$ cat config.mk
export PLATFORM = sky130hd
export DESIGN_NAME = data_demux_2to1
export DESIGN_NICKNAME = d
export VERILOG_FILES = /design/src/rtl/data_demux_2to1.sv
export SDC_FILE = /design/constraint.sdc
export NUM_CORES = 1
export LEC_CHECK = 0
export ABC_AREA = 1
export CAP_MARGIN = 25
export CORE_MARGIN = 3
export CORE_UTILIZATION = 53
export CTS_BUF_LIST = sky130_fd_sc_hd__clkbuf_16
export CTS_CLUSTER_SIZE = 40
export DETAILED_ROUTE_END_ITERATION = 8
export PLACE_DENSITY = 0.8
export RECOVER_POWER = 100
export SLEW_MARGIN = 20
export SYNTH_ARGS = -nofsm -noshare
export SYNTH_HDL_FRONTEND = slang
export SYNTH_SLANG_ARGS = --single-unit
$ cat constraint.sdc
create_clock -name clk_i -period 1.9 [get_ports clk_i]
set_clock_uncertainty 0.1 [all_clocks]
set_input_delay 0.19 -clock clk_i [delete_from_list [all_inputs] [get_ports clk_i]]
set_output_delay 0.19 -clock clk_i [all_outputs]
set_load 0.02 [all_outputs]
$ cat src/rtl/data_demux_2to1.sv
// data_demux_2to1: buffered 1-to-2 demux steering valid/ready words into two FWFT FIFOs.
module data_demux_2to1 #(
    parameter int size  = 32,
    parameter int DEPTH = 2,
    parameter int CNT_W = 16
) (
    input  logic             clk_i,
    input  logic             rst_i,
    input  logic [size-1:0]  data_i,
    input  logic             select_i,
    input  logic             valid_i,
    output logic             ready_o,
    output logic [size-1:0]  data0_o,
    output logic             valid0_o,
    input  logic             ready0_i,
    output logic [size-1:0]  data1_o,
    output logic             valid1_o,
    input  logic             ready1_i,
    output logic [CNT_W-1:0] sent0_o,
    output logic [CNT_W-1:0] sent1_o,
    output logic             busy_o
);
    localparam int AW = $clog2(DEPTH);
    localparam logic [AW:0] FULL_CNT = (AW+1)'(DEPTH);
    logic [size-1:0]  mem    [2][DEPTH];
    logic [AW-1:0]    wr_ptr [2];
    logic [AW-1:0]    rd_ptr [2];
    logic [AW:0]      count  [2];
    logic [CNT_W-1:0] sent   [2];
    logic [1:0]       full, push, pop;
    assign full     = {count[1] == FULL_CNT, count[0] == FULL_CNT};
    // full FIFOs refuse pushes regardless of a same-cycle pop, keeping readyk_i off this path
    assign ready_o  = select_i ? !full[1] : !full[0];
    assign push     = {2{valid_i && ready_o}} & {select_i, !select_i};
    assign valid0_o = count[0] != '0;
    assign valid1_o = count[1] != '0;
    assign pop      = {valid1_o && ready1_i, valid0_o && ready0_i};
    assign data0_o  = mem[0][rd_ptr[0]];
    assign data1_o  = mem[1][rd_ptr[1]];
    assign sent0_o  = sent[0];
    assign sent1_o  = sent[1];
    assign busy_o   = valid0_o | valid1_o;
    always_ff @(posedge clk_i or negedge rst_i) begin
        if (!rst_i) begin
            for (int k = 0; k < 2; k++) begin
                wr_ptr[k] <= '0;
                rd_ptr[k] <= '0;
                count[k]  <= '0;
                sent[k]   <= '0;
                for (int i = 0; i < DEPTH; i++) mem[k][i] <= '0;
            end
        end else begin
            for (int k = 0; k < 2; k++) begin
                if (push[k]) begin
                    mem[k][wr_ptr[k]] <= data_i;
                    wr_ptr[k]         <= wr_ptr[k] + 1'b1;
                end
                if (pop[k]) begin
                    rd_ptr[k] <= rd_ptr[k] + 1'b1;
                    sent[k]   <= sent[k] + 1'b1;
                end
                count[k] <= count[k] + {{AW{1'b0}}, push[k]} - {{AW{1'b0}}, pop[k]};
            end
        end
    end
endmodule
* Word level (Yosys, flattened, before mapping) *
Cells that the tools add are included.

cells by class
  mux-type cells = 13
  $add $sub $neg = 10
  equality and inequality tests = 2
  bitwise gates (word level) = 6
  order comparisons = 6
  reduce and logical (&&, ||, !) cells = 10

operators by type and width
  operator                                                     number
  two-way mux 32 bit                                           8
  bitwise mux 64 bit                                           2
  demux 32 bit (select 1 bit)                                  2
  adder 16 x 1 -> 16 bit (second input constant)               2
  >= comparator 2 bit (second input constant)                  4
  inverter 1 -> 2 bit                                          4
  logical AND 1 bit                                            5
  adder 1 bit (second input constant)                          4
  adder 2 x 1 -> 2 bit                                         2
  equality test 2 bit (second input constant)                  2
  less-than comparator 2 x 1 -> 1 bit (second input constant)  2
  nonzero test 2 bit                                           2
  subtractor 2 x 1 -> 2 bit                                    2
  logical NOT 1 bit                                            3
  AND 2 bit                                                    1
  two-way mux 1 bit                                            1
  OR 1 bit                                                     1

storage, ports and cells
  word-level logic and storage cells = 59
  register bits = 168
  input bits = 38

* Depth between registers and ports, before layout *
Gate-level depths: netlist (run 1).

  depth in word-level cells = 7
  depth in mapped cells = 9
  gate-level depth less buffers = 9

* Least setup slack after synthesis (run 1) *
OpenSTA, ideal clock, no wires.

  path kind = reg2reg
  start point = register count[2] (netlist name)
  end point = register count[3] (netlist name)
  data arrival time = 1.471 ns
  cell stages (with the launch flop) = 7
  clock period less this slack = 1.697 ns
  buffers on the path = 1
  slack = 0.203 ns
  cells stage by stage = dfrtp_1 -> o211ai_4 -> buf_4 -> xor2_1 -> ha_1 -> xnor2_1 -> xor2_1

on the way
  word-level cells in the longest chain between the ends = 7
  elaborated cells on any way between the ends = 9
  those cells by class = add/sub (2); eq/ne (1); mux (1); bitwise (1); reduce/logical (4)

ends and longest elaborated chain
  item                              line  text
  start: declaration                28    logic [AW:0] count [2];
  start signal: indexed assignment  62    count[k] <= count[k] + {{AW{1'b0}}, push[k]} - {{AW{1'b0}}, pop[k]};
  equality test 2 bit               31    assign full = {count[1] == FULL_CNT, count[0] == FULL_CNT};
  logical NOT 1 bit                 33    assign ready_o = select_i ? !full[1] : !full[0];
  two-way mux 1 bit                 33
  logical AND 1 bit                 34    assign push = {2{valid_i && ready_o}} & {select_i, !select_i};
  AND 2 bit                         34
  adder 2 x 1 -> 2 bit              62
  subtractor 2 x 1 -> 2 bit *       62

Mark *: on every way between the ends. The rest lies on a longest branch, timed or not.
A chain may end at the register's enable or synchronous reset.

* Worst setup path after layout (run 1) *
  start point = register rd_ptr[0] (netlist name)
  end point = output data1_o[21]

on the way
  word-level cells in the longest chain between the ends = 4

ends and longest elaborated chain
  item                                                   line  text
  start: declaration                                     27    logic [AW-1:0] rd_ptr [2];
  start signal: indexed assignment                       59    rd_ptr[k] <= rd_ptr[k] + 1'b1;
  inverter 1 -> 2 bit (implied by the code)              39    assign data1_o = mem[1][rd_ptr[1]];
  two-way mux 32 bit (implied by the code) (3 in a row)  39
  end: declaration                                       16    output logic [size-1:0] data1_o,

No other way between the ends. The select of a mux whose other input is x is not followed.

==> results of run 1 <==
-- per-stage QoR --
stage          power, mW  TNS (ns)  setup WS, ns  utilization, %  instances
2_1_floorplan       10.6         0         0.203               -        969
3_3_place_gp        14.0    -0.127        -0.127            66.4       1275
3_5_place_dp        14.3    -0.150        -0.150            66.4       1275
4_1_cts             17.4   -0.0973       -0.0438            70.5       1308
5_1_grt             17.9  -0.00900      -0.00507            67.8       1308
6_report            16.8         0        0.0391            67.8       1308
-- where the power goes --
part	internal (mW)	total, mW	switching (mW)
Combinational	2.57	7.31	4.74
Clock	2.18	3.60	1.42
Sequential	5.09	5.89	0.798
-- path summary, 6_finish.rpt --
| kind | startpoint | slack, ns | depth (start not counted) | to |
|---|---|---|---|---|
| worst max register to register | count[2] | 0.09 | 8 | sent0_o[11] |
| worst min-delay path | rst_i | 0.28 | 2 | mem[38] |
| min in group clk_i | data_i[4] | 0.31 | 3 | mem[4] |
| worst max-delay path | rd_ptr[0] | 0.04 | 3 | data1_o[21] |
| max in group asynchronous | rst_i | 0.31 | 3 | rd_ptr[1] |
| worst min register to register | mem[66] | 0.39 | 2 | mem[66] |
-- synthesized netlist by cell type --
cell,n
clkinv_1,1
inv_2,5
nand3_1,7
ha_1,4
o21bai_1,2
nand2_1,352
nand3b_1,3
nand3_4,2
nor2_2,4
o21ai_0,166
clkbuf_1,17
dfrtp_1,168
buf_2,10
nor2_8,1
o21ai_1,7
nor3_1,1
nor3_2,1
o21a_1,1
xnor2_1,8
xor2_1,18
o21ai_2,30
nand2_2,1
nor2_4,5
clkbuf_2,2
nand2_4,3
nand4_1,5
nand3_2,1
buf_6,7
buf_4,4
nor2_1,33
o211ai_4,1
inv_1,94
buf_1,5
-- state kept, by name, indices dropped and copies added (netlist names) --
signal and flops:
wr_ptr 2, sent0_o 16, rd_ptr 2, sent1_o 16
count 4, mem 128
-- kinds of logic (layout without fill, tap and decap cells) --
kind of cell	after synthesis	in the layout	share of synthesized area, %
AOI/OAI and AO/OA	207	207	14.6
xor gates and xnor gates	26	26	2.84
adders and majority gates	4	4	0.624
buffers and inverters	145	300	7.82
DFF	168	168	52.4
and+or+nand+nor	419	419	21.6
-- per-layer routing --
layer  vias up  global-route usage, %  part of all wire, %
met2       229                   40.1                   49
met1      3311                   32.5                   44
met5         -                      0                    0
li1       3320                      -                    -
met4         0                   7.41                  1.4
met3        25                   4.90                  5.5
-- worst register-to-register path: stages, from the launching register on --
cell      delay, ns
dfrtp_1        0.43
inv_1          0.13
nand2_4        0.11
nand2_4        0.10
clkbuf_1       0.16
nor2_1         0.32
nand3_4        0.14
o21ai_1        0.14
nand2_1        0.06
-- area by class of cell --
type | instances | area (sq um) | share of cell area, %
multi-input cells | 656 | 3030 | 30.6
repair buffers | 168 | 1470 | 14.8
flip-flops and latches | 168 | 4210 | 42.4
clock inverters | 15 | 184 | 1.85
well taps | 184 | 230 | 2.32
clock buffers | 17 | 425 | 4.29
inverters | 100 | 375 | 3.78
-- timing repair --
| action | in CTS | in global routing |
|---|---|---|
| resized for setup | 158 | 103 |
| pin swaps | 1 | 1 |
| endpoints found under the setup margin | 68 | 48 |
| hold buffers | 1 | 0 |
| endpoints found under the hold margin | 168 | 0 |
==> results.json, run 1 <==
{
  "cp_max_fo": 37,
  "crit_slowest_cell": "dfrtp_2",
  "drtPass1Iterations": 5,
  "dpl_cell_area_sq_um": 9720,
  "final_cell_mix": "nand2_1 (353), o21ai_0 (178), dfrtp_1 (166)",
  "postCtsSetupBuffers": 0,
  "cts.clk_slew.worst_paths_ns": 0.06,
  "die_h_um": 129,
  "synth-seq-cells": 168,
  "start_util_pct": 54.7,
  "port_buffers": 137,
  "grt_max_degree": 62,
  "start_kind": "register",
  "stdcell_area_sq_um": 9920,
  "antenna_found_initial": 0,
  "diodes": 0,
  "final_nets": 1153,
  "vdd_drop_max_mv": 0.975,
  "insertion_delay_ns": 0.43,
  "syn_area_sq_um": 8020,
  "die_w_um": 129,
  "critPathMaxStageDelay_ns": 0.44,
  "drv_slew": 0,
  "cp.arrival_ns": 1.57,
  "setup_viol": 0,
  "rows": 44,
  "core_sq_um": 14600,
  "yosysTopAreaCell": "dfrtp_1",
  "htreeDepth": 4,
  "n_fill_cell": 1231,
  "grt_pass1_wl_um": 32300,
  "synth_cell_type_count": 33,
  "critical_path_class": "reg -> out",
  "worst_hold_slack_ns": 0.275,
  "route.detailed.drc": 0,
  "area_growth_pct": 23.8,
  "clockBufferDepth": 2,
  "cp-end-kind": "output pin",
  "grt_overflow": 0,
  "rsz0062_at_grt": "yes",
  "ys_top_cells_by_area": "dfrtp_1 (52%), nand2_1 (16%), o21ai_0 (10%)",
  "p_leak_nw": 4.71,
  "cts_tree": "done",
  "dpl.hpwl_um": 13200,
  "clock.fmax_mhz": 537,
  "synth-seq-area-share_pct": 52.4,
  "power_density_nw_per_um2": 1690,
  "relSlewSlack_pct": 48.8,
  "timing.final.crit_share_pct": 97.9,
  "yosysTopAreaCellShare_pct": 52.4,
  "layout_commonest_cell": "nand2_1",
  "cap_violations": 0,
  "worst_ep_required_time_ns": 1.61,
  "root_buffer": "clkbuf_16",
  "synth_warnings": 0,
  "path_cells": "buf_12, o21ai_1, clkdlybuf4s15_2",
  "syn_area_per_cell_sq_um": 8.27,
  "hold_viol": 0,
  "drive_gt1_share_pct": 9.79,
  "grt_pass1_vias": 6687,
  "pin_count": 138,
  "ant_nets": 0,
  "vias_per_cell": 5.26,
  "cts.sinks": 168,
  "gp_congestion": 0.838,
  "synth_nets": 1011,
  "die_area_sq_um": 16600,
  "synth_cells": 969,
  "drt_iter0_drc": 540,
  "post_drt_wl_per_cell_um": 15.0,
  "wirelength_um": 19600,
  "fin_crit_ns": 1.86,
  "min_path_type": "in -> async",
  "worst_slew_pin_slew_ns": 0.768,
  "status": "complete, no violations",
  "track_usage_pct": 24.3,
  "path_buf_inv": 2,
  "cts-buffers-inserted": 17,
  "vias": 6885,
  "crit_family": "buffers and inverters"
}
Power figures use the tool's default switching activity.
==> inputs of run 2 (changes only) <==
--- a/config.mk
+++ b/config.mk
@@ -8,11 +8,11 @@
 export ABC_AREA = 1
 export CAP_MARGIN = 25
 export CORE_MARGIN = 3
-export CORE_UTILIZATION = 53
+export CORE_UTILIZATION = 48
 export CTS_BUF_LIST = sky130_fd_sc_hd__clkbuf_16
 export CTS_CLUSTER_SIZE = 40
 export DETAILED_ROUTE_END_ITERATION = 8
-export PLACE_DENSITY = 0.8
+export PLACE_DENSITY = 0.76
 export RECOVER_POWER = 100
 export SLEW_MARGIN = 20
 export SYNTH_ARGS = -nofsm -noshare
==> constraint.sdc (replaced) <==
create_clock -name clk_i -period 1.5 [get_ports clk_i]
set_clock_uncertainty 0.1 [all_clocks]
set_input_delay 0.15 -clock clk_i [delete_from_list [all_inputs] [get_ports clk_i]]
set_output_delay 0.15 -clock clk_i [all_outputs]
set_load 0.02 [all_outputs]
==> run 2 against run 1 <==
Sequential power increased by 33%. Combinational power up 130%. Die area rose by 9.9%. Wire length grew 63%. Largest cell class is now multi-input gates. Flip-flop and latch count unchanged. First-iteration DRC count is 63% higher. Final cell count up 9.9%. Worst hold slack better by 0.057 ns. The flow now finishes with violations (negative setup slack). Via count increased by 22%. Critical path depth grew 1.
==> results.json, run 2 (synthesis results as in run 1) <==
{
  "status": "finished with violations",
  "violations": "negative setup slack",
  "worst_ep_required_time_ns": 1.25,
  "min_path_type": "in -> reg",
  "cts_tree": "done",
  "p_total_mw": 29.6,
  "clockBufferDepth": 2,
  "rows": 46,
  "htreeDepth": 4,
  "cp_max_fo": 9,
  "cts.sinks": 168,
  "relSlewSlack_pct": 20.3,
  "grt_pass1_vias": 7356,
  "drt_iter0_drc": 879,
  "met3_usage_pct": 6.69,
  "root_buffer": "clkbuf_16",
  "cp.arrival_ns": 1.58,
  "final_nets": 1252,
  "grt_overflow": 0,
  "grt_pass1_wl_um": 38300,
  "vias": 8404,
  "vdd_drop_max_mv": 1.22,
  "r2r_cells": 9,
  "fin_cells": 1437,
  "drtPass1Iterations": 7,
  "setup_viol": 202,
  "die_h_um": 135,
  "holdPathStages": 3,
  "top_register": "mem",
  "ff2ff_setup_slack_ns": -0.30,
  "cts-buffers-inserted": 17,
  "hold_viol": 0,
  "pin_count": 138,
  "rsz0062_at_grt": "yes",
  "crit_slowest_cell": "dfrtp_2",
  "insertion_delay_ns": 0.45,
  "path_cells": "buf_12, buf_16, o21ai_2, buf_6",
  "grtUsageMet1_pct": 33.7,
  "timing.final.crit_share_pct": 122,
  "track_usage_pct": 26.6,
  "post_drt_wl_per_cell_um": 22.3,
  "crit_family": "buffers and inverters",
  "wirelength_um": 32000,
  "use_met2_pct": 44.9,
  "start_kind": "register",
  "die_area_sq_um": 18300,
  "area_growth_pct": 65.6,
  "worst_slew_pin_slew_ns": 1.20,
  "antenna_found_initial": 0,
  "dpl.cell_count": 1339,
  "final_cell_mix": "nand2_1 (170), dfrtp_1 (159), nand2_2 (108)",
  "route.detailed.drc": 0,
  "critPathMaxStageDelay_ns": 0.47,
  "cap_violations": 0,
  "path_depth": 4,
  "clock.fmax_mhz": 546,
  "min_to": "mem[117]",
  "die_w_um": 135,
  "critical_path_class": "reg -> out",
  "grt_max_degree": 41,
  "worst_slack_ns": -0.332,
  "hp-start": "data_i[21]",
  "path_buf_inv": 3,
  "vias_per_cell": 5.85,
  "cts.clk_slew.worst_paths_ns": 0.07,
  "core_sq_um": 16100,
  "gp_congestion": 0.835,
  "largest_reg_flops": 128,
  "drv_slew": 0,
  "layout_commonest_cell": "nand2_1",
  "start_util_pct": 49.7,
  "cp-end-kind": "output pin",
  "timing.rr.start": "count[2]",
  "ant_nets": 0,
  "dpl.hpwl_um": 14100,
  "diodes": 0,
  "port_buffers": 137,
  "drive_gt1_share_pct": 47.6,
  "power_density_nw_per_um2": 2230,
  "gr-max-usage-layer": "met2",
  "fin_crit_ns": 1.83,
  "r2r-end": "mem[93]",
  "p_leak_nw": 6.55
}
## run 2: cell count changes in the layout (fill, tap and decap cells not counted), moves of 31 or more
| cell | previous run | this run |
|---|---|---|
| nand2_1 | 353 | 170 |
| o21ai_0 | 178 | 38 |
| nand2_2 | 1 | 108 |
| o21ai_2 | 8 | 94 |
| buf_6 | 2 | 76 |
| nand2_4 | 2 | 76 |
| buf_4 | 11 | 66 |
| o21ai_1 | 17 | 48 |
## run 2: timing repair
| item | in CTS | in global routing |
|---|---|---|
| cloned | 11 | 13 |
| hold buffers | 1 | 0 |
| pin swaps | 14 | 74 |
| buffers inserted | 28 | 21 |
| gates resized for setup | 619 | 490 |
| endpoints found under the setup margin | 143 | 229 |
| endpoints found under the hold margin | 168 | 0 |
## run 2: worst max path at each step
stage / start / to / slack [ns]
after floorplan: count[3] / count[3] / -0.16
after global placement: rd_ptr[1] / data0_o[1] / -0.34
after detailed placement: rd_ptr[1] / data0_o[1] / -0.37
after CTS: rd_ptr[0] / data1_o[14] / -0.28
after global routing: rd_ptr[1] / data0_o[26] / -0.34
final: rd_ptr[1] / data0_o[26] / -0.33
## run 2: per-stage QoR
step	setup TNS [ns]	cell area, sq um	hold WS [ns]	setup slack [ns]	utilization, %
after floorplan	-0.253	8030	-0.246	-0.162	-
after global placement	-38.24	10100	0.00230	-0.343	62.7
after detailed placement	-43.15	10100	0.00753	-0.372	62.7
after CTS	-16.96	11400	0.127	-0.276	71.0
after global routing	-44.41	13300	0.341	-0.344	82.4
final	-31.86	13300	0.333	-0.332	82.4
## run 2: area by class of cell
type | count | area (sq um)
fill | 817 | 2840
clock inverter | 13 | 164
clock buffer | 17 | 425
sequential | 168 | 4220
timing repair buffer | 267 | 3170
inverter | 100 | 383
tap | 216 | 270
multi-input combinational | 656 | 4650
## run 2: where the power goes
| part | total [mW] | switching, mW | internal, mW |
|---|---|---|---|
| logic | 17.1 | 9.62 | 7.51 |
| clock network | 4.64 | 1.91 | 2.73 |
| registers | 7.85 | 1.37 | 6.48 |
| total | 29.6 | 12.9 | 16.7 |
## run 2: tightest hold or removal path, cell delays in order
cell,delay [ns]
clkdlybuf4s50_1,0.54
nand2_4,0.12
o21ai_2,0.04
## run 2: routing by layer
| layer | share of wire, % | up-vias |
|---|---|---|
| li1 | - | 3544 |
| met1 | 36 | 4100 |
| met2 | 49 | 571 |
| met3 | 9.1 | 189 |
| met4 | 6.4 | 0 |
| met5 | 0 | - |
==> inputs of run 3 (changes only) <==
--- a/config.mk
+++ b/config.mk
@@ -10,6 +10,7 @@
 export CORE_MARGIN = 3
 export CORE_UTILIZATION = 48
 export CTS_BUF_LIST = sky130_fd_sc_hd__clkbuf_16
+export CTS_CLUSTER_DIAMETER = 40
 export CTS_CLUSTER_SIZE = 40
 export DETAILED_ROUTE_END_ITERATION = 8
 export PLACE_DENSITY = 0.76
==> results of run 3 <==
Same layout as run 2: the final DEF is identical, and so are final timing and power.
